**config.mk**
```make
export PLATFORM = sky130hd
export DESIGN_NAME = tx_packet_sequencer
export DESIGN_NICKNAME = d
export VERILOG_FILES = /design/src/rtl/tx_seq_pkg.sv /design/src/rtl/tx_byte_counter.sv /design/src/rtl/tx_packet_sequencer.sv
export SDC_FILE = /design/constraint.sdc
export NUM_CORES = 1
export LEC_CHECK = 0
export ABC_AREA = 1
export BUFFER_PORTS_ARGS = -buffer_cell sky130_fd_sc_hd__buf_2
export CAP_MARGIN = 30
export CORE_MARGIN = 2
export CORE_UTILIZATION = 46
export DETAILED_ROUTE_END_ITERATION = 10
export GPL_TIMING_DRIVEN = 0
export PLACE_DENSITY = 0.69
export SLEW_MARGIN = 20
export SYNTH_ARGS = -nofsm -noshare
export SYNTH_HDL_FRONTEND = slang
export SYNTH_SLANG_ARGS = --single-unit
```
**constraint.sdc**
```tcl
create_clock -name clk -period 2.37 [get_ports clk]
set_input_delay 0.1185 -clock clk [delete_from_list [all_inputs] [get_ports clk]]
set_output_delay 0.1185 -clock clk [all_outputs]
set_load 0.01 [all_outputs]
```
**src/rtl/tx_seq_pkg.sv**
```systemverilog
// Shared types and constants for the TX packet sequencer.
package tx_seq_pkg;

    localparam int unsigned MAX_BYTES_DEFAULT = 64;
    localparam int unsigned PID_W             = 4;

    localparam logic [PID_W-1:0] PID_NONE  = 4'b0000;
    localparam logic [PID_W-1:0] PID_OUT   = 4'b0001;
    localparam logic [PID_W-1:0] PID_IN    = 4'b1001;
    localparam logic [PID_W-1:0] PID_ACK   = 4'b0010;
    localparam logic [PID_W-1:0] PID_NAK   = 4'b1010;
    localparam logic [PID_W-1:0] PID_STALL = 4'b1110;
    localparam logic [PID_W-1:0] PID_DATA  = 4'b0011;

    typedef enum logic [2:0] {
        IDLE = 3'd0,
        SYNC = 3'd1,
        PID  = 3'd2,
        DATA = 3'd3,
        CRC1 = 3'd4,
        CRC2 = 3'd5,
        EOP  = 3'd6
    } state_t;

    // True for the packet codes the sequencer knows how to send.
    function automatic logic is_valid_pid(input logic [PID_W-1:0] code);
        case (code)
            PID_OUT, PID_IN, PID_ACK, PID_NAK, PID_STALL, PID_DATA: return 1'b1;
            default:                                                 return 1'b0;
        endcase
    endfunction

endpackage

```
**src/rtl/tx_byte_counter.sv**
```systemverilog
// Payload byte counter: clear has priority, saturates at MAX.
module tx_byte_counter
    import tx_seq_pkg::*;
#(
    parameter int unsigned MAX = MAX_BYTES_DEFAULT,
    parameter int unsigned W   = $clog2(MAX + 1)
) (
    input  logic         clk,
    input  logic         n_rst,
    input  logic         clear,
    input  logic         enable,
    output logic [W-1:0] count,
    output logic         at_max_c
);

    logic [W-1:0] count_q;
    logic [W-1:0] count_d;

    assign at_max_c = (count_q == W'(MAX));
    assign count    = count_q;

    // Next count: clear, else increment unless already at the payload limit.
    always_comb begin
        count_d = count_q;
        if (clear) begin
            count_d = '0;
        end else if (enable && !at_max_c) begin
            count_d = count_q + W'(1);
        end
    end

    // Count register.
    always_ff @(posedge clk or negedge n_rst) begin
        if (!n_rst) begin
            count_q <= '0;
        end else begin
            count_q <= count_d;
        end
    end

endmodule

```
**src/rtl/tx_packet_sequencer.sv**
```systemverilog
// TX packet sequencer: walks SYNC, PID, optional DATA/CRC bytes and EOP.
// Optional build macro TX_EMPTY_DATA_ERR_EN: a DATA request with an empty
// buffer raises tx_error after PID and skips straight to EOP (no CRC).
module tx_packet_sequencer
    import tx_seq_pkg::*;
#(
    parameter int unsigned MAX_BYTES = MAX_BYTES_DEFAULT
) (
    input  logic       clk,
    input  logic       n_rst,
    input  logic [3:0] tx_packet,
    input  logic [6:0] buffer_occupancy,
    input  logic       byte_done,
    input  logic       eop_done,
    output logic       sync_start,
    output logic       pid_start,
    output logic       crc_start,
    output logic [3:0] tx_packet_q,
    output logic       load_byte,
    output logic       get_tx_packet_data,
    output logic       eop_start,
    output logic       tx_transfer_active,
    output logic       tx_error
);

    localparam int unsigned CNT_W = $clog2(MAX_BYTES + 1);

    state_t             state_q, state_d;
    logic [PID_W-1:0]   pkt_q, pkt_d;
    logic               load_q, load_d;
    logic               pop_q, pop_d;
    logic               err_q, err_d;
    logic               sync_q, sync_d;
    logic               pid_q, pid_d;
    logic               crc_q, crc_d;
    logic               eop_q, eop_d;
    logic               active_q, active_d;

    logic [CNT_W-1:0]   cnt_count;
    logic               cnt_at_max_c;
    logic               cnt_clr_c;
    logic               data_more_c;

    tx_byte_counter #(
        .MAX (MAX_BYTES),
        .W   (CNT_W)
    ) u_byte_counter (
        .clk      (clk),
        .n_rst    (n_rst),
        .clear    (cnt_clr_c),
        .enable   (pop_d),
        .count    (cnt_count),
        .at_max_c (cnt_at_max_c)
    );

    // Another payload byte may be sent only if the buffer has one and the limit is not hit.
    assign data_more_c = (buffer_occupancy != 7'd0) && !cnt_at_max_c;

    // Next state, byte load/pop strobes and decoded output levels for the next cycle.
    always_comb begin
        state_d   = state_q;
        pkt_d     = pkt_q;
        load_d    = 1'b0;
        pop_d     = 1'b0;
        err_d     = 1'b0;
        // Clear on packet end; also scrub in IDLE so no stale count reaches the next packet.
        cnt_clr_c = (state_q == IDLE) && (cnt_count != '0);

        case (state_q)
            IDLE: begin
                if (tx_packet != PID_NONE) begin
                    if (is_valid_pid(tx_packet)) begin
                        state_d = SYNC;
                        pkt_d   = tx_packet;
                        load_d  = 1'b1;
                    end else begin
                        err_d   = 1'b1;
                    end
                end
            end
            SYNC: begin
                if (byte_done) begin
                    state_d = PID;
                    load_d  = 1'b1;
                end
            end
            PID: begin
                if (byte_done) begin
                    if (pkt_q != PID_DATA) begin
                        state_d = EOP;
                    end else if (buffer_occupancy != 7'd0) begin
                        state_d = DATA;
                        load_d  = 1'b1;
                        pop_d   = 1'b1;
                    end else begin
`ifdef TX_EMPTY_DATA_ERR_EN
                        state_d = EOP;
                        err_d   = 1'b1;
`else
                        state_d = CRC1;
                        load_d  = 1'b1;
`endif
                    end
                end
            end
            DATA: begin
                if (byte_done) begin
                    if (data_more_c) begin
                        load_d  = 1'b1;
                        pop_d   = 1'b1;
                    end else begin
                        state_d = CRC1;
                        load_d  = 1'b1;
                    end
                end
            end
            CRC1: begin
                if (byte_done) begin
                    state_d = CRC2;
                    load_d  = 1'b1;
                end
            end
            CRC2: begin
                if (byte_done) begin
                    state_d = EOP;
                end
            end
            EOP: begin
                if (eop_done) begin
                    state_d   = IDLE;
                    cnt_clr_c = 1'b1;
                end
            end
            default: begin
                state_d = IDLE;
            end
        endcase

        sync_d   = (state_d == SYNC);
        pid_d    = (state_d == PID);
        crc_d    = (state_d == CRC1) || (state_d == CRC2);
        eop_d    = (state_d == EOP);
        active_d = (state_d != IDLE);
    end

    // State and registered outputs.
    always_ff @(posedge clk or negedge n_rst) begin
        if (!n_rst) begin
            state_q  <= IDLE;
            pkt_q    <= PID_NONE;
            load_q   <= 1'b0;
            pop_q    <= 1'b0;
            err_q    <= 1'b0;
            sync_q   <= 1'b0;
            pid_q    <= 1'b0;
            crc_q    <= 1'b0;
            eop_q    <= 1'b0;
            active_q <= 1'b0;
        end else begin
            state_q  <= state_d;
            pkt_q    <= pkt_d;
            load_q   <= load_d;
            pop_q    <= pop_d;
            err_q    <= err_d;
            sync_q   <= sync_d;
            pid_q    <= pid_d;
            crc_q    <= crc_d;
            eop_q    <= eop_d;
            active_q <= active_d;
        end
    end

    assign sync_start         = sync_q;
    assign pid_start          = pid_q;
    assign crc_start          = crc_q;
    assign tx_packet_q        = pkt_q;
    assign load_byte          = load_q;
    assign get_tx_packet_data = pop_q;
    assign eop_start          = eop_q;
    assign tx_transfer_active = active_q;
    assign tx_error           = err_q;

endmodule

```
==> results.ini <==
[synth]
syn_area_per_cell_sq_um = 7.66
ys_seq_area_frac = 0.425
yosys.area.top_type = dfrtp_1
syn_inst = 169
syn_area_sq_um = 1290
synthDistinctLibCells = 27
ys.flop_type = dfrtp_1
synth_area_leaders = dfrtp_1, nand2_1, inv_1
syn_nets = 186
synth_seq_cells = 22
synth_edf_count = 0
synth_top_area_share = 0.425
ys_warn_count = 0
async_flop_share = 1.00

[placement]
dpl_worst_slack_ps = 720
io_buffers = 25
dp_hpwl_microns = 2090
gp_congestion = 0.809

[die]
dieArea_sq_um = 3260
die_x_microns = 57.1
start_util = 0.478
die_y_microns = 57.1
core_sq_um = 2710
ioPinCount = 27
rows = 19

[power]
sw_frac_of_total = 0.426
p_seq_frac = 0.404
p_comb_frac = 0.454
leakage_nw = 0.877
p_switching_mw = 0.598
power.density_nw_per_um2 = 934
power.total_mw = 1.41
power_frac_clock = 0.142
peakVddDrop_v = 0.000619
p_int_mw = 0.807

[global_route]
first_global_vias = 1124
grt_max_degree = 23
grt_overflow_total = 0
grt_pass1_wl_microns = 4610
antenna_found_initial = 0
track_usage = 0.179

[cts]
cts-buffers-inserted = 3
cts_tree = done
clockBufferDepth = 2
cts_root_buffer = clkbuf_4
h-tree-depth = 1
worstSkewPairLatency_ps = 300
cts.reportedPaths.clkPinSlew_ps = 110
post_cts.repair.setup_buffers = 0
cts.sinks = 22

[setup_path]
reg2reg_to = u_byte_counter.count[5]$_DFFE_PN0P_
cp.required_ps = 2620
slowest_stage = dfrtp_1
crit_path_start_kind = flip-flop
cp_max_fo = 10
end_kind = flip-flop
r2r-start = u_byte_counter.count[0]$_DFFE_PN0P_
path_cells = inv_1, ha_1, nand2_1, nor2_2, a21oi_1, a21oi_1, buf_2, nand4_1, nand2_1
max_stage_delay_ps = 430
critPathArrivalTime_ps = 1910
r2r_slack_ps = 700
path_class = reg -> reg
reg2regPathDepth = 9

[routing]
drc = 0
wl_microns = 2600
vias = 1165
antenna_left = 0
dr.first_iter.drc_count = 30
first_pass_iters = 5
wl_per_cell_microns = 11.3
post_drt_via_cell_ratio = 5.07

[finish]
antenna_cells = 0
num-nets-final = 217
drive_above_1_share = 0.236
final_util = 0.555
num-fill-cells = 272
syn_to_final_growth_pct = 16.2

[sta]
slew_headroom = 0.686
report.final.hold_viol_count = 0
setup_viol = 0
fin_worst_skew_ps = 3.24
worst_slack_ps = 704
hold_ws_ps = 55.6
worst_pin_slew_ps = 471
fin_tns_setup_ps = 0
rsz0062_at_grt = no
finalCriticalPeriod_ps = 1670
finalMaxSlewViolations = 0
final.period_utilization = 0.703
timing.fmax_mhz = 600

[worst_hold_path]
hp-start = tx_packet[0]
min_to = tx_packet_q[0]$_DFFE_PN0P_
hp-class = in -> reg
holdPathStages = 3

[flow_run]
cap_violations = 0

[outcome]
status = finished clean

-- registers in the layout (all words and copies together), names as in the netlist --
| signal | flops |
|---|---|
| u_byte_counter.count | 7 |
| tx_packet_q | 4 |
| state_q | 3 |
| crc_start | 1 |
| eop_start | 1 |
| get_tx_packet_data | 1 |
| load_byte | 1 |
| pid_start | 1 |
| sync_start | 1 |
| tx_error | 1 |
| tx_transfer_active | 1 |
-- through the flow --
step                std cells  cell area [sq um]
floorplan                 169               1290
global placement          225               1460
detailed placement        225               1460
CTS                       230               1510
global route              230               1510
finish                    230               1510
-- worst max path at each step --
| stage | slack [ps] | from | endpoint |
|---|---|---|---|
| CTS | 700 | u_byte_counter.count[0]$_DFFE_PN0P_ | u_byte_counter.count[5]$_DFFE_PN0P_ |
| global route | 520 | u_byte_counter.count[0]$_DFFE_PN0P_ | u_byte_counter.count[5]$_DFFE_PN0P_ |
| finish | 700 | u_byte_counter.count[0]$_DFFE_PN0P_ | u_byte_counter.count[5]$_DFFE_PN0P_ |
| detailed placement | 720 | u_byte_counter.count[0]$_DFFE_PN0P_ | u_byte_counter.count[5]$_DFFE_PN0P_ |
| global placement | 760 | u_byte_counter.count[0]$_DFFE_PN0P_ | u_byte_counter.count[4]$_DFFE_PN0P_ |
| floorplan | 910 | u_byte_counter.count[0]$_DFFE_PN0P_ | u_byte_counter.count[4]$_DFFE_PN0P_ |
-- layer usage --
layer	vias to the layer above	GRT usage	routed length, microns
met3	4	0.0159	127
met1	535	0.219	1110
met5	-	0	0
met2	34	0.320	1320
li1	592	-	-
met4	0	0.0797	42
-- cells in the mapped netlist (2+ instances only) --
cell	instances
nand2_4	2
nor2_2	2
xor2_1	5
buf_2	2
nand3_2	2
nand4_1	5
nand3_1	19
dfrtp_1	22
nor2_1	14
nand2_2	5
a21oi_1	6
inv_1	29
nand2_1	38
ha_1	2
o21ai_0	4
-- kinds of logic (layout without fill, tap and decap cells) --
logic type | after synthesis | in the layout | synth area share
xor gates and xnor gates | 5 | 5 | 0.0338
DFF | 22 | 22 | 0.425
buffers and inverters | 33 | 63 | 0.0976
AOI/OAI and AO/OA | 14 | 14 | 0.0609
and+or+nand+nor | 93 | 93 | 0.363
adders and majority gates | 2 | 2 | 0.0193
-- critical path, delay by kind of cell (launching register included) --
| family | cells | cell delay (ps) |
|---|---|---|
| compound gates | 2 | 290 |
| flops | 1 | 430 |
| fa+ha+maj | 1 | 150 |
| simple gates | 4 | 410 |
| buf+inv | 2 | 340 |
-- timing repair --
| item | in CTS | in global routing |
|---|---|---|
| resized for setup | 0 | 0 |
| hold buffers | 1 | 0 |
| endpoints found under the hold margin | 22 | 0 |
| endpoints found under the setup margin | 0 | 0 |
-- cell usage in the layout, fill, tap and decap left out --
cell and n:
nand2_1 38, inv_1 29, buf_2 27, dfrtp_1 22, nand3_1 19, nor2_1 14
a21oi_1 6, nand2_2 5, xor2_1 5, nand4_1 5, o21ai_0 4, clkbuf_4 3
nand3_2 2, nor2_2 2, nand2_4 2, ha_1 2, nor3_2 1, o2111ai_1 1
o21bai_1 1, nor3_4 1, o21ai_1 1, nand3b_1 1, clkinv_1 1, inv_2 1
nor2_4 1, o31ai_1 1, nor3_1 1, nand4_2 1, clkbuf_8 1, dlygate4sd3_1 1
-- power by group through the flow --
stage	registers, mW	clock network (mW)	logic (mW)
after floorplan	0.602	0	0.414
after global placement	0.566	0	0.626
after detailed placement	0.574	0	0.649
after CTS	0.567	0.208	0.650
after global routing	0.584	0.225	0.740
final	0.567	0.200	0.638
-- layout make-up --
cell class / instances / area [sq um] / area share
multi-input combinational: 114 / 618 / 0.411
buffer: 2 / 10.0 / 0.00665
inverter: 31 / 116 / 0.0773
clock buffer: 4 / 36.3 / 0.0241
timing repair buffer: 26 / 135 / 0.0898
sequential: 22 / 551 / 0.366
tap: 31 / 38.8 / 0.0258
No activity file was read; power rests on OpenSTA's default activity.
